### config.mk
export PLATFORM = sky130hd
export DESIGN_NAME = dmem_dump_reader_flat
export DESIGN_NICKNAME = d
export VERILOG_FILES = /design/src/rtl/dmem_dump_reader_if.sv /design/src/rtl/dmem_dump_reader.sv /design/src/flat_wrapper.sv
export SDC_FILE = /design/constraint.sdc
export NUM_CORES = 1
export LEC_CHECK = 0
export ABC_AREA = 0
export BUFFER_PORTS_ARGS = -buffer_cell sky130_fd_sc_hd__buf_2
export CAP_MARGIN = 15
export CORE_AREA = 2 2 72 74
export DETAILED_ROUTE_END_ITERATION = 6
export DIE_AREA = 0 0 74 76
export GPL_TIMING_DRIVEN = 0
export SYNTH_ARGS = -nofsm -noshare
export SYNTH_HDL_FRONTEND = slang
export SYNTH_SLANG_ARGS = --single-unit
### constraint.sdc
create_clock -name clk -period 2.97 [get_ports clk]
set_clock_uncertainty 0.05 [all_clocks]
set_input_delay 0.594 -clock clk [delete_from_list [all_inputs] [get_ports clk]]
set_output_delay 0.594 -clock clk [all_outputs]
set_load 0.01 [all_outputs]
### src/rtl/dmem_dump_reader_if.sv
// rtl/dmem_dump_reader_if.sv - byte stream and memory user read port bundle for dmem_dump_reader
interface dmem_dump_reader_if #(
  parameter int ADDR_W = 5
);
  logic [ADDR_W-1:0] useraddr;
  logic [15:0]       userdout;
  logic [7:0]        tx_data;
  logic              tx_valid;
  logic              tx_ready;

  modport master (
    output useraddr,
    input  userdout,
    output tx_data,
    output tx_valid,
    input  tx_ready
  );

  modport slave (
    input  useraddr,
    output userdout,
    input  tx_data,
    input  tx_valid,
    output tx_ready
  );
endinterface

### src/rtl/dmem_dump_reader.sv
// rtl/dmem_dump_reader.sv - walks the data memory user read port and streams words out MSB byte first
module dmem_dump_reader #(
  parameter int ADDR_W    = 5,
  parameter int LAST_ADDR = 31,
  parameter bit HEADER_EN = 1'b1
) (
  input  logic clk,
  input  logic rst_n,
  input  logic start_i,
  output logic busy_o,
  output logic done_o,
  dmem_dump_reader_if.master bus
);

  localparam logic [ADDR_W-1:0] LAST = ADDR_W'(LAST_ADDR);
  localparam logic [7:0]        SYNC = 8'hA5;

  typedef enum logic [2:0] {
    S_IDLE,
    S_HDR,
    S_FETCH,
    S_HI,
    S_LO,
    S_DONE
  } state_t;

  state_t            state_q;
  logic [ADDR_W-1:0] addr_q;
  logic [15:0]       word_q;
  logic [7:0]        tx_data_q;
  logic              tx_valid_q;
  logic              busy_q;
  logic              done_q;
  logic              hs;

  // A byte leaves only when the consumer takes it; ready with no valid byte is ignored.
  assign hs = tx_valid_q && bus.tx_ready;

  // Dump sequencer; every output is a register so the consumer sees clean edges.
  always_ff @(posedge clk or negedge rst_n) begin
    if (!rst_n) begin
      state_q    <= S_IDLE;
      addr_q     <= '0;
      word_q     <= '0;
      tx_data_q  <= '0;
      tx_valid_q <= 1'b0;
      busy_q     <= 1'b0;
      done_q     <= 1'b0;
    end else begin
      done_q <= 1'b0;
      case (state_q)
        S_IDLE: begin
          if (start_i) begin
            addr_q <= '0;
            busy_q <= 1'b1;
            if (HEADER_EN) begin
              tx_data_q  <= SYNC;
              tx_valid_q <= 1'b1;
              state_q    <= S_HDR;
            end else begin
              state_q <= S_FETCH;
            end
          end
        end
        S_HDR: begin
          if (hs) begin
            tx_valid_q <= 1'b0;
            state_q    <= S_FETCH;
          end
        end
        S_FETCH: begin
          // The read port is combinational, so this edge takes the pre-edge snapshot.
          word_q     <= bus.userdout;
          tx_data_q  <= bus.userdout[15:8];
          tx_valid_q <= 1'b1;
          state_q    <= S_HI;
        end
        S_HI: begin
          if (hs) begin
            tx_data_q <= word_q[7:0];
            state_q   <= S_LO;
          end else begin
            tx_data_q <= word_q[15:8];
          end
        end
        S_LO: begin
          if (hs) begin
            tx_valid_q <= 1'b0;
            // Equality termination keeps the counter from ever wrapping.
            if (addr_q == LAST) begin
              done_q  <= 1'b1;
              state_q <= S_DONE;
            end else begin
              addr_q  <= addr_q + 1'b1;
              state_q <= S_FETCH;
            end
          end
        end
        S_DONE: begin
          busy_q  <= 1'b0;
          state_q <= S_IDLE;
        end
        default: begin
          state_q <= S_IDLE;
        end
      endcase
    end
  end

  assign bus.useraddr = addr_q;
  assign bus.tx_data  = tx_data_q;
  assign bus.tx_valid = tx_valid_q;
  assign busy_o       = busy_q;
  assign done_o       = done_q;

endmodule

### src/flat_wrapper.sv
// flat-port wrapper written by rule: the top's interface ports become plain ports
module dmem_dump_reader_flat 
#(
  parameter int ADDR_W    = 5,
  parameter int LAST_ADDR = 31,
  parameter bit HEADER_EN = 1'b1
)
  (clk, rst_n, start_i, busy_o, done_o, bus_useraddr, bus_userdout, bus_tx_data, bus_tx_valid, bus_tx_ready);
  dmem_dump_reader_if #(.ADDR_W(ADDR_W)) bus_i ();
  input  logic clk;
  input  logic rst_n;
  input  logic start_i;
  output logic busy_o;
  output logic done_o;
  output wire logic [$bits(bus_i.useraddr)-1:0] bus_useraddr;
  input wire logic [$bits(bus_i.userdout)-1:0] bus_userdout;
  output wire logic [$bits(bus_i.tx_data)-1:0] bus_tx_data;
  output wire logic [$bits(bus_i.tx_valid)-1:0] bus_tx_valid;
  input wire logic [$bits(bus_i.tx_ready)-1:0] bus_tx_ready;
  assign bus_useraddr = bus_i.useraddr;
  assign bus_i.userdout = bus_userdout;
  assign bus_tx_data = bus_i.tx_data;
  assign bus_tx_valid = bus_i.tx_valid;
  assign bus_i.tx_ready = bus_tx_ready;
  dmem_dump_reader #(.ADDR_W(ADDR_W), .LAST_ADDR(LAST_ADDR), .HEADER_EN(HEADER_EN)) u_core (.clk(clk), .rst_n(rst_n), .start_i(start_i), .busy_o(busy_o), .done_o(done_o), .bus(bus_i));
endmodule
==> metrics.txt <==
status complete, no violations; share of layout cells above drive strength 1 30.9%; CTS Buf Count 5; synth warn 0; worst hold path class in -> async; # port buffers 35; die width 74 um; Worst-path clk slew 0.07 ns; Routed wire per std cell 13.4 um; vias post-DR 1,240; Post-DP HPWL 2420 um; TritonCTS clock tree done; Top delay family on crit path simple AND/OR/NAND/NOR gates; CTS Root Cell clkbuf_8; layer with the highest usage met2; Routed WL 3460 um; CP cell instances ha_1, nand2_1, nor2_1, ha_1, and2_1, or3_1, a211oi_1; vias in the first global route 1,243; antenna cells 0; Avg Cell Area, Syn 11.5 sq um; Place WS 1.02 ns; largest net degree at the start of global routing 36; CP max stage cell dfrtp_1; #FFs+latches synth 35; gr usage total 13.9%; crit path DAT 2.11 ns; PnR worst setup slack 1.02 ns; post-synthesis cell type count 38; period utilisation layout 65.8%; Core Rows 26; Die Ht 76 um; GRT Residual Overflow 0; Core ar. 4910 sq um; f_max 512 MHz; commonest non-fill, non-tap cells in the layout buf_2 (36), dfrtp_1 (35), nor2_1 (10), a21oi_1 (9), mux2_1 (9); Worst Tran Pin Value 0.767 ns; Via density 4.81; met2 Usage GRT 19.7%; Finish-stage setup viols 0; post-route ant nets 0; mapped cell area 1660 sq um; CTS sink cnt 35; most frequent CP cell ha_1; global-route met3 utilization 5.69%; first-pass GRT wire length 5940 um; Post-Layout Cell Count 258; initial antenna violation count 0; PwrDens 894 nW/um^2; Final nets 209; clk buf depth 2; WS Path Type reg -> reg; htree depth 2; RSZ-0062 raised after global routing no; Static Leak 0.00103 uW; placed cell count 250; Crit path largest cell delay 0.42 ns; Layout Area Growth over Synthesis 21.2%; initial core utilization 33.8%; # hold bufs at CTS 0; Synthesized Nets 167; # DRC 0; Cells after Synth 145; Worst-Skew Late Latency 0.29 ns; Slew headroom 48.8%; Crit path required time 3.12 ns; MaxCap Viol Count 0; CP startpoint kind flop; met1 Usage GRT 19.2%; Seq/Total Area, Yosys 52.8%; Setup TNS Final 0 ns; Slew Limit Fails 0; commonest non-fill, non-tap cell in the layout buf_2; min cycle time layout 1.95 ns; io pins 36; Bufs and invs on worst path 0; Pre-antenna DRT Iters 4; Post-CTS Resized 0; Crit. End Element flop; VDD IR max 480 uV; initial DRC count 59; Post-CTS Setup Bufs 0; Final GP Congestion 0.793; worst-path maximum fanout 6; die area 5620 sq um; Hold Violations, Final 0
[synthesized netlist by cell type, drive strengths merged]
master | n | area (sq um)
mux2i | 8 | 80.1
a21o | 4 | 30.0
nor4 | 1 | 6.26
or3 | 1 | 6.26
clkbuf | 2 | 7.51
nand2 | 7 | 26.3
o21ai | 10 | 53.8
mux2 | 16 | 180
ha | 2 | 25.0
o22a | 5 | 43.8
nor2b | 3 | 21.3
xor2 | 2 | 17.5
or2 | 2 | 12.5
o21bai | 2 | 15.0
o211ai | 1 | 7.51
o31ai | 1 | 7.51
buf | 3 | 27.5
nand2b | 2 | 12.5
a211oi | 3 | 22.5
dfrtp | 35 | 876
nor2 | 12 | 55.1
inv | 3 | 11.3
nand3 | 2 | 10.0
and3 | 1 | 6.26
a21oi | 9 | 45.0
o22ai | 1 | 6.26
a32oi | 2 | 17.5
nor3 | 2 | 10.0
and2 | 2 | 13.8
nand4 | 1 | 6.26
[logic make-up (layout without fill, tap and decap cells)]
| logic type | count (synthesis) | after routing | synth area share (%) |
|---|---|---|---|
| compound gates | 38 | 38 | 15.0 |
| xor+xnor | 2 | 2 | 1.06 |
| fa+ha+maj | 2 | 2 | 1.51 |
| buf+inv | 8 | 51 | 2.79 |
| flops | 35 | 35 | 52.8 |
| mux | 24 | 24 | 15.7 |
| simple gates | 36 | 36 | 11.2 |
[final timing paths]
kind | depth (start not counted) | startpoint | end | slack [ns]
worst max-delay path | 7 | u_core.bus.useraddr[0] | u_core.bus.useraddr[3] | 1.02
worst min-delay path | 1 | rst_n | u_core.done_o | 0.32
worst max register to register | 7 | u_core.bus.useraddr[0] | u_core.bus.useraddr[3] | 1.02
worst min register to register | 1 | u_core.bus.tx_data[3] | u_core.bus.tx_data[3] | 0.43
max in group asynchronous | 1 | rst_n | u_core.state_q[2] | 2.06
min in group clk | 1 | u_core.bus.tx_data[3] | u_core.bus.tx_data[3] | 0.43
[worst register-to-register path, cell delays in order (launching register included)]
cell and delay (ns):
dfrtp_1 0.42, ha_1 0.23, nand2_1 0.09, nor2_1 0.05, ha_1 0.24, and2_1 0.20, or3_1 0.37, a211oi_1 0.22
[flip-flops by register name (all words and copies together) (netlist names)]
signal	flops
u_core.busy_o	1
u_core.bus.tx_data	8
u_core.bus.tx_valid	1
u_core.done_o	1
u_core.state_q	3
u_core.word_q	16
u_core.bus.useraddr	5
[through the flow]
stage	cell area, sq um	power [uW]	utilization, %	hold slack [ns]
6_report	2010	1800	41.0	0.325
5_1_grt	2010	1940	41.0	0.390
4_1_cts	2010	1820	41.0	0.360
3_5_place_dp	1920	1470	39.1	0.411
3_3_place_gp	1920	1460	39.1	0.410
2_1_floorplan	1660	1260	-	0.248
[power by group]
part | internal (uW) | switching [uW] | total [uW] | leakage, uW
clock | 163 | 182 | 345 | 0.0000402
sequential | 671 | 112 | 783 | 0.000447
combinational | 329 | 341 | 670 | 0.000542
[routing by layer]
metal  vias up  wire length [um]
met1       595              1700
met4         0                25
met5         -                 0
li1        607                 -
met2        34              1550
met3         4               190
[area by class of cell]
class / count / area [sq um]
Tap cell: 70 / 87.6
Clock inverter: 3 / 20.0
Sequential cell: 35 / 876
Inverter: 3 / 11.3
Clock buffer: 5 / 68.8
Timing Repair Buffer: 35 / 175
Multi-Input combinational cell: 102 / 738
Fill cell: 484 / 2900
Buffer: 5 / 35.0
No activity file was read; power rests on OpenSTA's default activity.
